$ cat src/rtl/exu_muldiv_if.sv
// Issue/result bundle between the execute stage and the multi-cycle M-extension unit.
interface exu_muldiv_if #(
  parameter int XLEN = 32
);
  logic            start_i;
  logic [2:0]      op_i;
  logic [XLEN-1:0] rs1_i;
  logic [XLEN-1:0] rs2_i;
  logic [4:0]      rd_i;
  logic            flush_i;
  logic            busy_o;
  logic            done_o;
  logic [XLEN-1:0] result_o;
  logic [4:0]      rd_o;

  modport master (
    output start_i, op_i, rs1_i, rs2_i, rd_i, flush_i,
    input  busy_o, done_o, result_o, rd_o
  );

  modport slave (
    input  start_i, op_i, rs1_i, rs2_i, rd_i, flush_i,
    output busy_o, done_o, result_o, rd_o
  );
endinterface

$ cat src/rtl/exu_muldiv.sv
// Multi-cycle RISC-V M-extension unit: radix-2^MUL_BITS shift-add multiplier and
// 1-bit-per-cycle restoring divider sharing one IDLE/MUL/DIV/DONE controller.
module exu_muldiv #(
  parameter int XLEN     = 32,
  parameter int MUL_BITS = 4
) (
  input logic          clk,
  input logic          rst,
  exu_muldiv_if.slave  bus
);
  localparam int NM = XLEN / MUL_BITS;
  localparam int CW = $clog2(XLEN + 1);

  typedef enum logic [1:0] {S_IDLE, S_MUL, S_DIV, S_DONE} state_e;

  state_e            state_q, state_d;
  logic [CW-1:0]     cnt_q, cnt_d;
  logic [2:0]        op_q, op_d;
  logic [4:0]        rdl_q, rdl_d;
  logic [2*XLEN-1:0] acc_q, acc_d;
  logic [2*XLEN-1:0] mcand_q, mcand_d;
  logic [XLEN-1:0]   mplier_q, mplier_d;
  logic [XLEN-1:0]   rem_q, rem_d;
  logic [XLEN-1:0]   quo_q, quo_d;
  logic [XLEN-1:0]   dvsr_q, dvsr_d;
  logic              q_neg_q, q_neg_d;
  logic              r_neg_q, r_neg_d;
  logic [XLEN-1:0]   res_q, res_d;
  logic [4:0]        rd_out_q, rd_out_d;
  logic              done_q, done_d;

  // Accept-time decode of the incoming request
  logic              is_div, div_signed, is_rem, a_signed, b_signed;
  logic              rs1_neg, rs2_neg, spec_zero, spec_ovf;
  logic [2*XLEN-1:0] a_ext, a_shift, acc_init;
  logic [XLEN-1:0]   a_mag, b_mag, spec_res;

  always_comb begin
    is_div     = bus.op_i[2];
    div_signed = ~bus.op_i[0];
    is_rem     = bus.op_i[1];
    a_signed   = ~bus.op_i[2] & (bus.op_i[1:0] != 2'b11);
    b_signed   = ~bus.op_i[2] & ~bus.op_i[1];
    rs1_neg    = bus.rs1_i[XLEN-1];
    rs2_neg    = bus.rs2_i[XLEN-1];
    a_ext      = {{XLEN{a_signed & rs1_neg}}, bus.rs1_i};
    a_shift    = {bus.rs1_i, {XLEN{1'b0}}};
    // Only the low XLEN multiplier bits are iterated; a negative signed rs2
    // contributes -rs1 * 2^XLEN, folded into the accumulator start value.
    acc_init   = (b_signed && rs2_neg) ? ({(2*XLEN){1'b0}} - a_shift) : '0;
    a_mag      = (div_signed && rs1_neg) ? -bus.rs1_i : bus.rs1_i;
    b_mag      = (div_signed && rs2_neg) ? -bus.rs2_i : bus.rs2_i;
    spec_zero  = (bus.rs2_i == '0);
    spec_ovf   = div_signed && (bus.rs1_i == {1'b1, {(XLEN-1){1'b0}}}) && (bus.rs2_i == '1);
    if (spec_zero) spec_res = is_rem ? bus.rs1_i : '1;
    else           spec_res = is_rem ? '0 : bus.rs1_i;
  end

  // Multiplier datapath: MUL_BITS partial products per cycle
  logic [2*XLEN-1:0] pp [MUL_BITS];
  logic [2*XLEN-1:0] mul_sum;
  logic [XLEN-1:0]   mul_res;

  for (genvar gi = 0; gi < MUL_BITS; gi++) begin : g_pp
    assign pp[gi] = mplier_q[gi] ? (mcand_q << gi) : '0;
  end

  always_comb begin
    mul_sum = acc_q;
    for (int i = 0; i < MUL_BITS; i++) mul_sum = mul_sum + pp[i];
    mul_res = (op_q[1:0] == 2'b00) ? mul_sum[XLEN-1:0] : mul_sum[2*XLEN-1:XLEN];
  end

  // Divider datapath: one restoring step per cycle on magnitudes
  logic [XLEN:0]   rem_sh, diff;
  logic            take;
  logic [XLEN-1:0] rem_step, quo_step, div_res;

  always_comb begin
    rem_sh   = {rem_q, quo_q[XLEN-1]};
    diff     = rem_sh - {1'b0, dvsr_q};
    take     = ~diff[XLEN];
    rem_step = take ? diff[XLEN-1:0] : rem_sh[XLEN-1:0];
    quo_step = {quo_q[XLEN-2:0], take};
    if (op_q[1]) div_res = r_neg_q ? -rem_step : rem_step;
    else         div_res = q_neg_q ? -quo_step : quo_step;
  end

  always_comb begin
    state_d  = state_q;
    cnt_d    = cnt_q;
    op_d     = op_q;
    rdl_d    = rdl_q;
    acc_d    = acc_q;
    mcand_d  = mcand_q;
    mplier_d = mplier_q;
    rem_d    = rem_q;
    quo_d    = quo_q;
    dvsr_d   = dvsr_q;
    q_neg_d  = q_neg_q;
    r_neg_d  = r_neg_q;
    res_d    = res_q;
    rd_out_d = rd_out_q;
    done_d   = 1'b0;

    unique case (state_q)
      S_IDLE, S_DONE: begin
        state_d = S_IDLE;
        if (bus.start_i && !bus.flush_i) begin
          op_d  = bus.op_i;
          rdl_d = bus.rd_i;
          cnt_d = '0;
          if (!is_div) begin
            mcand_d  = a_ext;
            mplier_d = bus.rs2_i;
            acc_d    = acc_init;
            state_d  = S_MUL;
          end else if (spec_zero || spec_ovf) begin
            res_d    = spec_res;
            rd_out_d = bus.rd_i;
            done_d   = 1'b1;
            state_d  = S_DONE;
          end else begin
            quo_d   = a_mag;
            rem_d   = '0;
            dvsr_d  = b_mag;
            q_neg_d = div_signed & (rs1_neg ^ rs2_neg);
            r_neg_d = div_signed & rs1_neg;
            state_d = S_DIV;
          end
        end
      end
      S_MUL: begin
        if (bus.flush_i) begin
          state_d = S_IDLE;
        end else begin
          acc_d    = mul_sum;
          mcand_d  = mcand_q << MUL_BITS;
          mplier_d = mplier_q >> MUL_BITS;
          cnt_d    = cnt_q + CW'(1);
          if (cnt_q == CW'(NM - 1)) begin
            res_d    = mul_res;
            rd_out_d = rdl_q;
            done_d   = 1'b1;
            state_d  = S_DONE;
          end
        end
      end
      S_DIV: begin
        if (bus.flush_i) begin
          state_d = S_IDLE;
        end else begin
          rem_d = rem_step;
          quo_d = quo_step;
          cnt_d = cnt_q + CW'(1);
          if (cnt_q == CW'(XLEN - 1)) begin
            res_d    = div_res;
            rd_out_d = rdl_q;
            done_d   = 1'b1;
            state_d  = S_DONE;
          end
        end
      end
      default: state_d = S_IDLE;
    endcase
  end

  always_ff @(posedge clk) begin
    if (rst) begin
      state_q  <= S_IDLE;
      cnt_q    <= '0;
      op_q     <= '0;
      rdl_q    <= '0;
      acc_q    <= '0;
      mcand_q  <= '0;
      mplier_q <= '0;
      rem_q    <= '0;
      quo_q    <= '0;
      dvsr_q   <= '0;
      q_neg_q  <= 1'b0;
      r_neg_q  <= 1'b0;
      res_q    <= '0;
      rd_out_q <= '0;
      done_q   <= 1'b0;
    end else begin
      state_q  <= state_d;
      cnt_q    <= cnt_d;
      op_q     <= op_d;
      rdl_q    <= rdl_d;
      acc_q    <= acc_d;
      mcand_q  <= mcand_d;
      mplier_q <= mplier_d;
      rem_q    <= rem_d;
      quo_q    <= quo_d;
      dvsr_q   <= dvsr_d;
      q_neg_q  <= q_neg_d;
      r_neg_q  <= r_neg_d;
      res_q    <= res_d;
      rd_out_q <= rd_out_d;
      done_q   <= done_d;
    end
  end

  assign bus.busy_o   = (state_q == S_MUL) || (state_q == S_DIV);
  assign bus.done_o   = done_q;
  assign bus.result_o = res_q;
  assign bus.rd_o     = rd_out_q;
endmodule

$ cat src/flat_wrapper.sv
// flat-port wrapper written by rule: the top's interface ports become plain ports
module exu_muldiv_flat 
#(
  parameter int XLEN     = 32,
  parameter int MUL_BITS = 4
)
  (clk, rst, bus_start_i, bus_op_i, bus_rs1_i, bus_rs2_i, bus_rd_i, bus_flush_i, bus_busy_o, bus_done_o, bus_result_o, bus_rd_o);
  exu_muldiv_if #(.XLEN(XLEN)) bus_i ();
  input logic clk;
  input logic rst;
  input wire logic [$bits(bus_i.start_i)-1:0] bus_start_i;
  input wire logic [$bits(bus_i.op_i)-1:0] bus_op_i;
  input wire logic [$bits(bus_i.rs1_i)-1:0] bus_rs1_i;
  input wire logic [$bits(bus_i.rs2_i)-1:0] bus_rs2_i;
  input wire logic [$bits(bus_i.rd_i)-1:0] bus_rd_i;
  input wire logic [$bits(bus_i.flush_i)-1:0] bus_flush_i;
  output wire logic [$bits(bus_i.busy_o)-1:0] bus_busy_o;
  output wire logic [$bits(bus_i.done_o)-1:0] bus_done_o;
  output wire logic [$bits(bus_i.result_o)-1:0] bus_result_o;
  output wire logic [$bits(bus_i.rd_o)-1:0] bus_rd_o;
  assign bus_i.start_i = bus_start_i;
  assign bus_i.op_i = bus_op_i;
  assign bus_i.rs1_i = bus_rs1_i;
  assign bus_i.rs2_i = bus_rs2_i;
  assign bus_i.rd_i = bus_rd_i;
  assign bus_i.flush_i = bus_flush_i;
  assign bus_busy_o = bus_i.busy_o;
  assign bus_done_o = bus_i.done_o;
  assign bus_result_o = bus_i.result_o;
  assign bus_rd_o = bus_i.rd_o;
  exu_muldiv #(.XLEN(XLEN), .MUL_BITS(MUL_BITS)) u_core (.clk(clk), .rst(rst), .bus(bus_i));
endmodule
$ cat config.mk
export PLATFORM = sky130hd
export DESIGN_NAME = exu_muldiv_flat
export DESIGN_NICKNAME = d
export VERILOG_FILES = /design/src/rtl/exu_muldiv_if.sv /design/src/rtl/exu_muldiv.sv /design/src/flat_wrapper.sv
export SDC_FILE = /design/constraint.sdc
export NUM_CORES = 2
export LEC_CHECK = 0
export CORE_ASPECT_RATIO = 1.75
export CORE_UTILIZATION = 50
export CTS_CLUSTER_SIZE = 30
export DETAILED_ROUTE_END_ITERATION = 16
export DONT_BUFFER_PORTS = 1
export GPL_TIMING_DRIVEN = 0
export SLEW_MARGIN = 20
export SYNTH_ARGS = -nofsm -noshare
export SYNTH_HDL_FRONTEND = slang
export SYNTH_SLANG_ARGS = --single-unit
$ cat constraint.sdc
create_clock -name clk -period 7.3 [get_ports clk]
set_clock_uncertainty 0.2 [all_clocks]
set_input_delay 0.73 -clock clk [delete_from_list [all_inputs] [get_ports clk]]
set_output_delay 0.73 -clock clk [all_outputs]
set_load 0.005 [all_outputs]
==> run summary <==
The flow ran to the end, and the final reports show no timing, DRC or antenna violations. In this run, CTS created clock tree buffers numbering 36. The clock latency reported for the late side of the worst-skew pair came out at 0.61 ns. The top cell types in the final layout, fill and taps aside, are sky130_fd_sc_hd__nor2_1, sky130_fd_sc_hd__nand2_1, sky130_fd_sc_hd__inv_1, sky130_fd_sc_hd__dfxtp_1, sky130_fd_sc_hd__a21oi_1. CTS built an H-tree with a depth of 2.

For the wire length of the first global-routing pass, the log shows 199000 µm. For this run, design rule violations remaining after detail routing come to 0. After layout, the worst path uses 97.63% of the clock period. The worst-case hold path end point is u_core.rdl_q[0]$_SDFFE_PP0P_.

The sequential power share was 34.5%. In this run the power density over the cells is 168.6 nW/µm². The launching element type of the critical path was a register. After layout, the minimum clock period comes to 7.127 ns.

The initial antenna violation count was 11. The logs give 21.05% for the sequential-to-total area share from yosys stat and 20 for the largest net degree at the start of global routing. For the I/O pin count, the log shows 115. The post-synthesis net count is 4244, and the share of final-layout standard cells stronger than drive strength 1 is 3.530%. The run gives 39.1% as the portion of total power attributed to the clock network.

For the reported net switching power, the log shows 0.001972 W. In this run the critical register-to-register path is launched from u_core.mplier_q[1]$_SDFFE_PP0P_. In this run the worst path has a maximum fanout of 10. For the headroom to the max-slew limit, the log shows 14.22%. The per-cell via count in the routed design works out to 6.335. The core region is 58260 µm².

Yosys printed 0 warnings. For this configuration, the core starts out at a cell density of 50.76%. The run gives 4718 as the number of standard cells in the layout, taps in and fillers out. Summing every instance area after synthesis gives 29580 µm². The die is 185.9 µm wide. The area of placed instances was 30560 µm²; the number of setup violations in the final report was 0. The logs give 3880 for the number of cells produced by synthesis and 7.54 ns for the required arrival time at the worst endpoint. The min-delay analysis places its worst path in the category input pin to register. At the pin with the least slew margin, the transition time is 1.277 ns. The tools report the via count as 29887. After routing the design area is 31930 µm². The total internal power is 0.003410 W.

In this run the clock root is driven by a sky130_fd_sc_hd__clkbuf_16. The tools report the CTS sink count as 311. The hold violation total from the final report is 0, and the register-to-register path setup slack is 0.17 ns. The number of different library cells used by synthesis comes to 81. The worst hold path begins at bus_rd_i[0]. The worst register-to-register path ends at u_core.bus.result_o[8]$_SDFFE_PP0P_. Of the total power, combinational logic draws 26.4%. The tools report the critical path endpoint category as a register. The final layout contains routed wiring with a total length of 137800 µm. The growth of design area from synthesis to finish works out to 7.945%. The HPWL after detailed placement is 110400 µm. Setup repair after global routing left no endpoint under its margin. Counting cells, the worst reg-to-reg path comes to 20. After floorplanning, the core was divided into 117 placement rows.

For the weighted congestion at the end of routability-driven global placement, the log shows 1.093. Counting flops with an async set or reset pin after synthesis yields a share of 0%. The run gives 0.005382 W as the total power after layout.

The number of storage elements in the synthesis netlist works out to 311. Among all flip-flop cells after synthesis, the most frequent one is sky130_fd_sc_hd__dfxtp_1. Input and output buffers added on the ports amount to 0.

The max-slew violation count is 0, and the total leakage power is 12.91 nW. The total overflow left after global routing is 0. TritonCTS built the clock tree. The logs give 3 for the maximum buffer depth of the clock tree and 0.1677 mV for the maximum VDD drop. The detailed router finished its first iteration with 2446 violations. The tool flagged a number of max-cap violations equal to 0. The cell count of the worst hold path works out to 2. The number of global-route vias before repair was 29901; the switching part of the total power was 36.64%. Data arrives at the worst endpoint at 7.37 ns.

The clock transition at the register clock pins on the worst setup and hold paths after CTS is 0.06 ns, and the number of nets in the final layout is 4278. The count of TritonRoute iterations in the first routing pass is 8, and the post-detailed-route wirelength per cell is 29.21 µm. After detailed placement, the design holds a cell count of 4654. Leaving out fill and tap cells, the most frequent cell in the layout is sky130_fd_sc_hd__nor2_1. The worst setup path is of the register to register kind. The die outline area was 60170 µm².

The mean post-synth cell area is 7.623 µm². For the total track usage, the log shows 46.27%. Once detail routing completed, the nets flagged for antenna violations numbered 0.

For this run, the top clock speed supported by timing is 0.1403 GHz. Counting flops with a built-in enable in the synthesized netlist gives 0. Die extent in y: 323.7 µm.
[synth_stat cells (24+ instances only)]
library cell	count	area, µm²
sky130_fd_sc_hd__and2_1	241	1508
sky130_fd_sc_hd__clkbuf_1	257	964.7
sky130_fd_sc_hd__o31ai_1	29	217.7
sky130_fd_sc_hd__xnor2_1	127	1112
sky130_fd_sc_hd__nand4_1	44	275.3
sky130_fd_sc_hd__nand3_1	79	395.4
sky130_fd_sc_hd__nor3_1	79	395.4
sky130_fd_sc_hd__xor2_1	104	910.9
sky130_fd_sc_hd__or3_1	27	168.9
sky130_fd_sc_hd__a21o_1	56	420.4
sky130_fd_sc_hd__a22oi_1	31	232.7
sky130_fd_sc_hd__nand2_1	376	1411
sky130_fd_sc_hd__inv_1	369	1385
sky130_fd_sc_hd__o21bai_1	24	180.2
sky130_fd_sc_hd__fa_1	185	3704
sky130_fd_sc_hd__dfxtp_1	311	6226
sky130_fd_sc_hd__mux2i_1	91	910.9
sky130_fd_sc_hd__a211oi_1	130	975.9
sky130_fd_sc_hd__a221oi_1	63	551.8
sky130_fd_sc_hd__a21oi_1	246	1231
sky130_fd_sc_hd__ha_1	103	1289
sky130_fd_sc_hd__nor2_1	384	1441
sky130_fd_sc_hd__o21ai_0	165	825.8
[routing by layer]
| metal | global-route usage (%) | wire length (µm) | up-vias | share of wire [%] |
|---|---|---|---|---|
| met5 | 0 | 64 | - | 0.046 |
| met3 | 14.54 | 11560 | 760 | 8.4 |
| met4 | 52.79 | 19150 | 12 | 14 |
| li1 | - | - | 13336 | - |
| met2 | 76.82 | 64770 | 1453 | 47 |
| met1 | 41.59 | 42260 | 14326 | 31 |
[cells by family (layout without fill, tap and decap cells)]
| logic type | count (synthesis) | count (layout) | synth area share (%) |
|---|---|---|---|
| other cells | 0 | 7 | 0 |
| buf+inv | 647 | 705 | 8.253 |
| mux | 107 | 107 | 3.701 |
| simple gates | 1364 | 1364 | 22.11 |
| fa+ha+maj | 305 | 305 | 17.45 |
| compound gates | 914 | 914 | 20.54 |
| xor+xnor | 232 | 232 | 6.895 |
| flops | 311 | 311 | 21.05 |
[per-stage QoR]
step	worst slack [ns]	setup TNS, ns	utilization [%]	hold WS, ns
floorplan	1.283	0	-	0.2316
CTS	0.004638	0	54.67	0.06211
global placement	-1.054	-6.039	52.42	0.2417
finish	0.1731	0	54.80	0.06563
detailed placement	-1.012	-5.680	52.45	0.2458
global route	0.02401	0	54.78	0.06332
[power groups by stage]
| stage | logic, W | clock network, W | registers, W |
|---|---|---|---|
| global placement | 0.00136 | 0 | 0.00188 |
| CTS | 0.00136 | 0.00210 | 0.00185 |
| finish | 0.00142 | 0.00210 | 0.00186 |
| floorplan | 0.000876 | 0 | 0.00185 |
| global route | 0.00149 | 0.00216 | 0.00186 |
| detailed placement | 0.00136 | 0 | 0.00189 |
[state kept, by name, summed over array words and instances (netlist names), 6 cells and up]
signal and flops:
u_core.mcand_q 64, u_core.cnt_q 6, u_core.quo_q 32, u_core.acc_q 64
u_core.rem_q 32, u_core.mplier_q 32, u_core.bus.result_o 32, u_core.dvsr_q 32
[worst max-delay path, cell delays in order (launching register included)]
cell	delay, ns
sky130_fd_sc_hd__dfxtp_2	0.63
sky130_fd_sc_hd__clkbuf_2	0.48
sky130_fd_sc_hd__and2_1	0.21
sky130_fd_sc_hd__fa_1	0.45
sky130_fd_sc_hd__fa_1	0.55
sky130_fd_sc_hd__inv_1	0.05
sky130_fd_sc_hd__fa_1	0.57
sky130_fd_sc_hd__inv_1	0.06
sky130_fd_sc_hd__ha_1	0.28
sky130_fd_sc_hd__a21o_1	0.18
sky130_fd_sc_hd__a21oi_1	0.30
sky130_fd_sc_hd__o21a_1	0.21
sky130_fd_sc_hd__o21ai_0	0.15
sky130_fd_sc_hd__a21oi_1	0.58
sky130_fd_sc_hd__o22ai_1	0.32
sky130_fd_sc_hd__nor2_1	0.20
sky130_fd_sc_hd__xnor2_1	0.22
sky130_fd_sc_hd__nand2_1	0.16
sky130_fd_sc_hd__nand2_1	0.10
sky130_fd_sc_hd__a211oi_1	0.93
sky130_fd_sc_hd__nor3_1	0.11
[repair_timing]
item,CTS,global route
pin swaps,0,0
buffers inserted,0,0
cloned,0,0
endpoints found under the setup margin,31,29
hold buffers,0,0
gates resized for setup,14,27
[how the worst max path moves through the flow]
stage | start | end | slack, ns | cells after the start
final | u_core.mplier_q[1]$_SDFFE_PP0P_ | u_core.bus.result_o[8]$_SDFFE_PP0P_ | 0.17 | 20
after global routing | u_core.dvsr_q[5]$_SDFFE_PP0P_ | u_core.bus.result_o[30]$_SDFFE_PP0P_ | 0.02 | 21
after CTS | u_core.dvsr_q[5]$_SDFFE_PP0P_ | u_core.bus.result_o[30]$_SDFFE_PP0P_ | 0.005 | 24
after global placement | u_core.dvsr_q[5]$_SDFFE_PP0P_ | u_core.bus.result_o[30]$_SDFFE_PP0P_ | -1.05 | 23
after floorplan | u_core.dvsr_q[25]$_SDFFE_PP0P_ | u_core.bus.result_o[30]$_SDFFE_PP0P_ | 1.28 | 24
after detailed placement | u_core.dvsr_q[5]$_SDFFE_PP0P_ | u_core.bus.result_o[30]$_SDFFE_PP0P_ | -1.01 | 23
[cell type report]
type | count | area, µm²
antenna | 7 | 17.52
inverter | 372 | 1396
clock buffer | 47 | 1023
tap | 773 | 967.2
clock inverter | 15 | 267.8
sequential | 311 | 6228
timing repair buffer | 1 | 7.507
fill | 5991 | 26340
buffer | 270 | 1055
multi-input combinational | 2922 | 20960
(Power assumes the default switching activity.)
